**config.mk**
```make
export PLATFORM = sky130hd
export DESIGN_NAME = line_compress_ctrl
export DESIGN_NICKNAME = d
export VERILOG_FILES = /design/src/rtl/compress_pkg.sv /design/src/rtl/lcc_stat_counters.sv /design/src/rtl/line_compress_ctrl.sv
export SDC_FILE = /design/constraint.sdc
export NUM_CORES = 1
export LEC_CHECK = 0
export ABC_AREA = 1
export BUFFER_PORTS_ARGS = -buffer_cell sky130_fd_sc_hd__clkbuf_2
export CAP_MARGIN = 20
export CORE_UTILIZATION = 35
export DETAILED_ROUTE_END_ITERATION = 6
export GPL_ROUTABILITY_DRIVEN = 0
export HOLD_SLACK_MARGIN = 0.15
export PLACE_DENSITY_LB_ADDON = 0.08
export SLEW_MARGIN = 20
export SYNTH_ARGS = -nofsm -noshare
export SYNTH_HDL_FRONTEND = slang
export SYNTH_HIERARCHICAL = 1
export SYNTH_SLANG_ARGS = --single-unit
```
**constraint.sdc**
```tcl
create_clock -name i_clk -period 1.44 [get_ports i_clk]
set_input_delay 0.072 -clock i_clk [delete_from_list [all_inputs] [get_ports i_clk]]
set_output_delay 0.072 -clock i_clk [all_outputs]
set_load 0.005 [all_outputs]
```
**src/rtl/compress_pkg.sv**
```systemverilog
`default_nettype none
// ============================================================================
//  Package     : compress_pkg
//  Description : Shared definitions for the line compression controller:
//                pattern-code encoding, per-code encoded lengths, the
//                worst-case word size and the controller FSM state encoding.
//  Revision    : 1.0  initial release
// ============================================================================
package compress_pkg;

    // Pattern codes produced by the per-word classifier.
    typedef enum logic [2:0] {
        PAT_ZZZZ = 3'b000,
        PAT_MMMM = 3'b001,
        PAT_ZZZX = 3'b010,
        PAT_MMMX = 3'b011,
        PAT_MMXX = 3'b100,
        PAT_XXXX = 3'b101
    } pat_code_e;

    // Encoded size in bits for each pattern code.
    localparam int c_LEN_ZZZZ = 2;
    localparam int c_LEN_MMMM = 6;
    localparam int c_LEN_ZZZX = 12;
    localparam int c_LEN_MMMX = 16;
    localparam int c_LEN_MMXX = 24;
    localparam int c_LEN_XXXX = 34;

    // Worst-case encoded word: 2-bit code + raw 32-bit word.
    localparam int c_MAX_WORD_BITS = 34;

    // Number of legal pattern codes.
    localparam int c_NUM_CODES = 6;

    // Controller FSM state encoding.
    typedef enum logic [2:0] {
        ST_IDLE   = 3'd0,
        ST_CLEAR  = 3'd1,
        ST_REQ    = 3'd2,
        ST_WAIT   = 3'd3,
        ST_RESULT = 3'd4
    } lcc_state_e;

    // Codes 110/111 are not produced by a healthy classifier.
    function automatic logic is_valid_code(input logic [2:0] code);
        return (code <= 3'b101);
    endfunction

    // Codes that leave a word not fully matched by the dictionary get
    // pushed so later words can match against them.
    function automatic logic is_push_code(input logic [2:0] code);
        logic w_push;
        case (code)
            PAT_MMMX, PAT_MMXX, PAT_XXXX: w_push = 1'b1;
            default:                      w_push = 1'b0;
        endcase
        return w_push;
    endfunction

endpackage : compress_pkg
`default_nettype wire

```
**src/rtl/lcc_stat_counters.sv**
```systemverilog
`default_nettype none
// ============================================================================
//  Module      : lcc_stat_counters
//  Description : Six saturating 8-bit hit counters, one per legal pattern
//                code. Cumulative across lines; cleared only by reset.
//                Used by line_compress_ctrl when LINE_COMPRESS_STATS_EN is
//                defined.
//  Ports       : i_clk    - clock
//                i_reset  - synchronous active-high reset
//                i_hit    - one accepted, legal classifier result this cycle
//                i_code   - pattern code of that result
//                o_cnt    - per-code hit counts
//  Revision    : 1.0  initial release
// ============================================================================
module lcc_stat_counters
    import compress_pkg::*;
(
    input  logic       i_clk,
    input  logic       i_reset,
    input  logic       i_hit,
    input  logic [2:0] i_code,
    output logic [7:0] o_cnt [c_NUM_CODES]
);

    logic [7:0] r_cnt [c_NUM_CODES];

    generate
        for (genvar g = 0; g < c_NUM_CODES; g++) begin : g_cnt
            always_ff @(posedge i_clk) begin
                if (i_reset) begin
                    r_cnt[g] <= 8'd0;
                end else if (i_hit && (i_code == 3'(g)) && (r_cnt[g] != 8'hFF)) begin
                    r_cnt[g] <= r_cnt[g] + 8'd1;
                end
            end
            assign o_cnt[g] = r_cnt[g];
        end
    endgenerate

endmodule : lcc_stat_counters
`default_nettype wire

```
**src/rtl/line_compress_ctrl.sv**
```systemverilog
`default_nettype none
// ============================================================================
//  Module      : line_compress_ctrl
//  Description : Sequences compression of one cache line through the
//                per-word pattern classifier. Accepts a line, clears the
//                dictionary, requests words one at a time, accumulates the
//                encoded lengths, drives dictionary pushes and reports the
//                total size and compressibility of the line.
//  Ports       : i_clk / i_reset        - clock, synchronous active-high reset
//                i_line_valid/o_line_ready - line handshake (accept in IDLE)
//                o_dict_clear           - 1-cycle dictionary clear pulse
//                o_word_req/o_word_idx  - 1-cycle word classify request
//                i_code_valid/i_encoded/i_length - classifier result
//                o_dict_push            - push current word (comb. in WAIT)
//                o_result_valid/i_result_ready - result handshake
//                o_total_bits/o_compressible/o_code_err - line result
//                o_stat_cnt             - per-code hit counters (optional)
//  Config      : LINE_COMPRESS_STATS_EN - adds lcc_stat_counters and the
//                o_stat_cnt port.
//  Revision    : 1.0  initial release
// ============================================================================
module line_compress_ctrl
    import compress_pkg::*;
#(
    parameter int WORDS_PER_LINE = 16,
    parameter int THRESHOLD_BITS = 256,
    parameter int TOT_W          = $clog2(WORDS_PER_LINE * 34 + 1),
    parameter int IDX_W          = $clog2(WORDS_PER_LINE)
) (
    input  logic             i_clk,
    input  logic             i_reset,
    input  logic             i_line_valid,
    output logic             o_line_ready,
    output logic             o_dict_clear,
    output logic             o_word_req,
    output logic [IDX_W-1:0] o_word_idx,
    input  logic             i_code_valid,
    input  logic [2:0]       i_encoded,
    input  logic [5:0]       i_length,
    output logic             o_dict_push,
    output logic             o_result_valid,
    input  logic             i_result_ready,
    output logic [TOT_W-1:0] o_total_bits,
    output logic             o_compressible,
`ifdef LINE_COMPRESS_STATS_EN
    output logic [7:0]       o_stat_cnt [c_NUM_CODES],
`endif
    output logic             o_code_err
);

    localparam logic [IDX_W-1:0] c_LAST_IDX = IDX_W'(WORDS_PER_LINE - 1);

    lcc_state_e       r_state;
    lcc_state_e       w_next_state;
    logic [IDX_W-1:0] r_idx;
    logic [TOT_W-1:0] r_total;
    logic             r_err;

    logic             w_code_ok;
    logic             w_take;
    logic [5:0]       w_add_len;

    // A result is consumed only while waiting for one.
    assign w_take    = (r_state == ST_WAIT) && i_code_valid;
    assign w_code_ok = is_valid_code(i_encoded);
    // Illegal codes are charged as an uncompressed word.
    assign w_add_len = w_code_ok ? i_length : 6'(c_MAX_WORD_BITS);

    // ------------------------------------------------------------------
    // FSM: state register
    // ------------------------------------------------------------------
    always_ff @(posedge i_clk) begin
        if (i_reset) begin
            r_state <= ST_IDLE;
        end else begin
            r_state <= w_next_state;
        end
    end

    // ------------------------------------------------------------------
    // FSM: next-state logic
    // ------------------------------------------------------------------
    always_comb begin
        w_next_state = r_state;
        case (r_state)
            ST_IDLE:   if (i_line_valid) w_next_state = ST_CLEAR;
            ST_CLEAR:  w_next_state = ST_REQ;
            ST_REQ:    w_next_state = ST_WAIT;
            ST_WAIT: begin
                if (i_code_valid) begin
                    w_next_state = (r_idx == c_LAST_IDX) ? ST_RESULT : ST_REQ;
                end
            end
            ST_RESULT: if (i_result_ready) w_next_state = ST_IDLE;
            default:   w_next_state = ST_IDLE;
        endcase
    end

    // ------------------------------------------------------------------
    // FSM: outputs (state decode; push is the only input-dependent one)
    // ------------------------------------------------------------------
    always_comb begin
        o_line_ready   = (r_state == ST_IDLE);
        o_dict_clear   = (r_state == ST_CLEAR);
        o_word_req     = (r_state == ST_REQ);
        o_result_valid = (r_state == ST_RESULT);
        o_dict_push    = w_take && is_push_code(i_encoded);
    end

    // ------------------------------------------------------------------
    // Datapath: word index, length accumulator and error flag
    // ------------------------------------------------------------------
    always_ff @(posedge i_clk) begin
        if (i_reset) begin
            r_idx   <= '0;
            r_total <= '0;
            r_err   <= 1'b0;
        end else begin
            if ((r_state == ST_IDLE) && i_line_valid) begin
                r_idx   <= '0;
                r_total <= '0;
                r_err   <= 1'b0;
            end else if (w_take) begin
                r_total <= r_total + TOT_W'(w_add_len);
                if (!w_code_ok) begin
                    r_err <= 1'b1;
                end
                // Index stays on the last word so it remains meaningful
                // while the result is held.
                if (r_idx != c_LAST_IDX) begin
                    r_idx <= r_idx + 1'b1;
                end
            end
        end
    end

    assign o_word_idx   = r_idx;
    assign o_total_bits = r_total;
    assign o_code_err   = r_err;
    // Only meaningful while a result is presented; low otherwise so the
    // reset value is not reported as compressible.
    assign o_compressible = (r_state == ST_RESULT) &&
        ({{(32 - TOT_W){1'b0}}, r_total} <= 32'(THRESHOLD_BITS));

`ifdef LINE_COMPRESS_STATS_EN
    lcc_stat_counters u_stats (
        .i_clk   (i_clk),
        .i_reset (i_reset),
        .i_hit   (w_take && w_code_ok),
        .i_code  (i_encoded),
        .o_cnt   (o_stat_cnt)
    );
`endif

endmodule : line_compress_ctrl
`default_nettype wire
```
==> reports/summary.json <==
{
  "final.fill_count": {"value": 336},
  "finalWorstSetupSlack": {"value": -0.00299, "unit": "ns"},
  "holdCritPathClass": {"value": "input pin to register"},
  "worstSkewPairLatency": {"value": 0.29, "unit": "ns"},
  "grt_antenna_before_repair": {"value": 0},
  "combined_area_of_the_multi_input_logic_cells": {"value": 801, "unit": "µm²"},
  "via_count": {"value": 1290},
  "slowest_stage": {"value": "fa_2"},
  "final.setup_skew": {"value": 0.00743, "unit": "ns"},
  "period_needed": {"value": 1.44, "unit": "ns"},
  "worst_path_largest_cell_delay": {"value": 0.37, "unit": "ns"},
  "leftover_overflow_at_the_end_of_global_routing": {"value": 0},
  "grtUsageMet2": {"value": 31.7, "unit": "%"},
  "final.setup.tns": {"value": -0.00299, "unit": "ns"},
  "synth_edf_count": {"value": 0},
  "failed_checks": {"value": "setup timing"},
  "synthesis.instances": {"value": 184},
  "synth_top_flop_cell": {"value": "dfxtp_1"},
  "timing.critical_path.fanout_max": {"value": 3},
  "gr-usage-all-layers": {"value": 17.9, "unit": "%"},
  "detail_route.wl_per_cell": {"value": 10.2, "unit": "µm"},
  "path_depth": {"value": 7},
  "tritoncts_clock_tree": {"value": "yes"},
  "cts.clk_slew.worst_paths": {"value": 0.11, "unit": "ns"},
  "drive_above_1_share": {"value": 37.2, "unit": "%"},
  "cts.path.max_buffers": {"value": 2},
  "crit_path_end_kind": {"value": "register"},
  "dr.first_iter.drc_count": {"value": 63},
  "relSlewSlack": {"value": 76.9, "unit": "%"},
  "start_kind": {"value": "register"},
  "cp_num_buf_inv": {"value": 1},
  "postSynthAreaPerCell": {"value": 6.43, "unit": "µm²"},
  "power.density": {"value": 667, "unit": "nW/µm²"},
  "ys_ff_latch": {"value": 18},
  "std_cell_rows": {"value": 20},
  "clock-sinks": {"value": 18},
  "report.final.slew_viol_count": {"value": 0},
  "gr-usage-met1": {"value": 22.1, "unit": "%"},
  "crit_top_cell": {"value": "nand3_2"},
  "port-buffer-count": {"value": 34},
  "synth_area": {"value": 1180, "unit": "µm²"},
  "synth_sequential_area_ratio": {"value": 30.4, "unit": "%"},
  "vias_per_cell": {"value": 4.56},
  "grt_first_pass_wirelength": {"value": 4940, "unit": "µm"},
  "cp_data_arrival_time": {"value": 1.64, "unit": "ns"},
  "register_cell_area_after_layout": {"value": 370, "unit": "µm²"},
  "drt_pre_antenna_iters": {"value": 4},
  "effective_utilization_at_floorplan": {"value": 37.8, "unit": "%"},
  "yosysWarningCount": {"value": 6},
  "maximum_number_of_pins_on_one_net_before_global_route_repair": {"value": 12},
  "place_worst_setup_slack": {"value": -0.249, "unit": "ns"},
  "io_pins": {"value": 35},
  "synth-async-reset-ratio": {"value": 0, "unit": "%"},
  "final.period_utilization": {"value": 100, "unit": "%"},
  "chip_width": {"value": 60.2, "unit": "µm"},
  "setup_repair_after_global_routing_missed_its_margin": {"value": "true"},
  "design.core.area": {"value": 3130, "unit": "µm²"},
  "outcome": {"value": "complete, but fails checks"},
  "tightest_slew": {"value": 0.347, "unit": "ns"},
  "antenna-diode-count": {"value": 0},
  "via_count_of_the_first_global_routing_pass": {"value": 1232},
  "nets": {"value": 262},
  "place.detailed.hpwl": {"value": 2270, "unit": "µm"},
  "yosys.cell_types.count": {"value": 21},
  "worst_ir_drop_vdd": {"value": 0.000430, "unit": "V"},
  "detail_route.drc_violations": {"value": 0},
  "path_cells": {"value": "ha_4, fa_2, nand3_2, nand3_2, xor2_1, o21ai_1, inv_1"},
  "achievable-frequency": {"value": 693, "unit": "MHz"},
  "min_delay_path_depth": {"value": 7},
  "final-setup-viol-count": {"value": 1},
  "flow.area_growth_from_synthesis": {"value": 45.8, "unit": "%"},
  "htree_num_levels": {"value": 1},
  "layoutNonFillerInstCount": {"value": 283},
  "die_outline_height": {"value": 60.2, "unit": "µm"},
  "root_buffer": {"value": "clkbuf_4"},
  "drtAntennaViolNets": {"value": 0},
  "routed_wl": {"value": 2870, "unit": "µm"},
  "max-cap-violations": {"value": 0},
  "rr_worst_depth": {"value": 7},
  "finalHoldViolCount": {"value": 0},
  "gr-max-usage-layer": {"value": "met2"},
  "finalPower": {"value": 0.00115, "unit": "W"},
  "crit_required": {"value": 1.63, "unit": "ns"},
  "crit_family": {"value": "adder cells"},
  "synth_nets": {"value": 206},
  "critPathKind": {"value": "register to register"},
  "grt_use_met3": {"value": 1.95, "unit": "%"},
  "place_inst": {"value": 275},
  "design.die.area": {"value": 3620, "unit": "µm²"},
  "cts_inserted_buffers": {"value": 3},
  "leakage": {"value": 0.926, "unit": "nW"}
}
[timing repair]
action | 4_1_cts | 5_1_grt
hold endpoints to repair | 3 | 0
gates resized for setup | 23 | 14
pin swaps | 9 | 1
buffers inserted | 1 | 1
hold buffers | 3 | 0
setup endpoints to repair | 6 | 9
[registers in the layout, indices dropped and copies added, names as in the netlist]
register	flops
o_word_idx	4
r_state	3
o_total_bits	10
o_code_err	1
[cells by family (layout without fill, tap and decap cells)]
| group | count (synthesis) | in the layout | share of synthesized area, % |
|---|---|---|---|
| compound gates | 30 | 30 | 13.4 |
| flops | 18 | 18 | 30.4 |
| xor+xnor | 3 | 3 | 2.22 |
| buf+inv | 38 | 93 | 13.1 |
| simple gates | 87 | 87 | 31.7 |
| fa+ha+maj | 8 | 8 | 9.09 |
[report_power, final]
part / total [W] / internal, W / switching, W
Combinational: 0.000298 / 0.000141 / 0.000157
Sequential: 0.000538 / 0.000517 / 0.0000218
Clock: 0.000315 / 0.000154 / 0.000161
Total: 0.00115 / 0.000811 / 0.000340
[path summary, 6_finish.rpt]
kind / from / endpoint / slack [ns]
setup / recovery: o_total_bits[0]$_SDFFE_PP0P_ / o_total_bits[4]$_SDFFE_PP0P_ / -0.003
hold / removal: i_line_valid / r_state[1]$_SDFFE_PP0P_ / 0.22
setup reg to reg: o_total_bits[0]$_SDFFE_PP0P_ / o_total_bits[4]$_SDFFE_PP0P_ / -0.003
hold reg to reg: o_word_idx[0]$_SDFFE_PP0P_ / o_word_idx[0]$_SDFFE_PP0P_ / 0.47
[routing by layer]
layer	vias up	part of all wire [%]
met5	-	0
li1	691	-
met4	0	0.63
met2	25	50
met1	572	47
met3	2	2.9
[tightest hold or removal path: stages]
cell      delay [ns]
clkbuf_2        0.08
inv_1           0.07
nand2_1         0.05
nand2_1         0.06
inv_1           0.04
nand2_1         0.07
nor2_1          0.05
[synth_stat cells, types with 2 or more instances]
library cell  number  area [µm²]
nor3_1             3        15.0
or2_2              2        12.5
inv_1             35         131
nand2_1           38         143
xnor2_1            2        17.5
dfxtp_1           18         360
o21ai_0           10        50.1
a21oi_1           17        85.1
nor2_1            25        93.8
ha_1               7        87.6
nand3_1           17        85.1
[cells in the final DEF, fill, tap and decap left out]
master         count
a21boi_0           1
a21oi_1           16
a21oi_2            1
buf_2              2
buf_4             16
buf_6              1
clkbuf_2          32
clkbuf_4           3
clkbuf_8           1
dfxtp_1           10
dfxtp_2            8
dlygate4sd3_1      3
fa_2               1
ha_1               2
ha_4               5
inv_1             32
inv_2              3
nand2_1           35
nand2_2            2
nand2_4            1
nand3_1           12
nand3_2            5
nand4_1            1
nor2_1            23
nor2_2             1
nor2_4             1
nor2_8             1
nor3_1             1
nor3_2             1
nor3_4             1
o211ai_1           1
o21ai_0            8
o21ai_1            2
o21ai_2            1
or2_2              2
xnor2_1            2
xor2_1             1
[through the flow]
| step | hold WS (ns) | cell area [µm²] | util [%] |
|---|---|---|---|
| floorplan | 0.141 | 1200 | - |
| global placement | 0.248 | 1520 | 48.7 |
| detailed placement | 0.250 | 1520 | 48.7 |
| CTS | 0.219 | 1660 | 53.1 |
| global route | 0.261 | 1730 | 55.2 |
| finish | 0.221 | 1730 | 55.2 |
[layout make-up]
cell class | instances | area share [%]
clock buffer | 4 | 2.10
inverter | 35 | 7.61
multi-input combinational | 128 | 46.4
sequential | 18 | 21.5
tap | 44 | 3.19
timing repair buffer | 54 | 19.2
(Power assumes the default switching activity.)
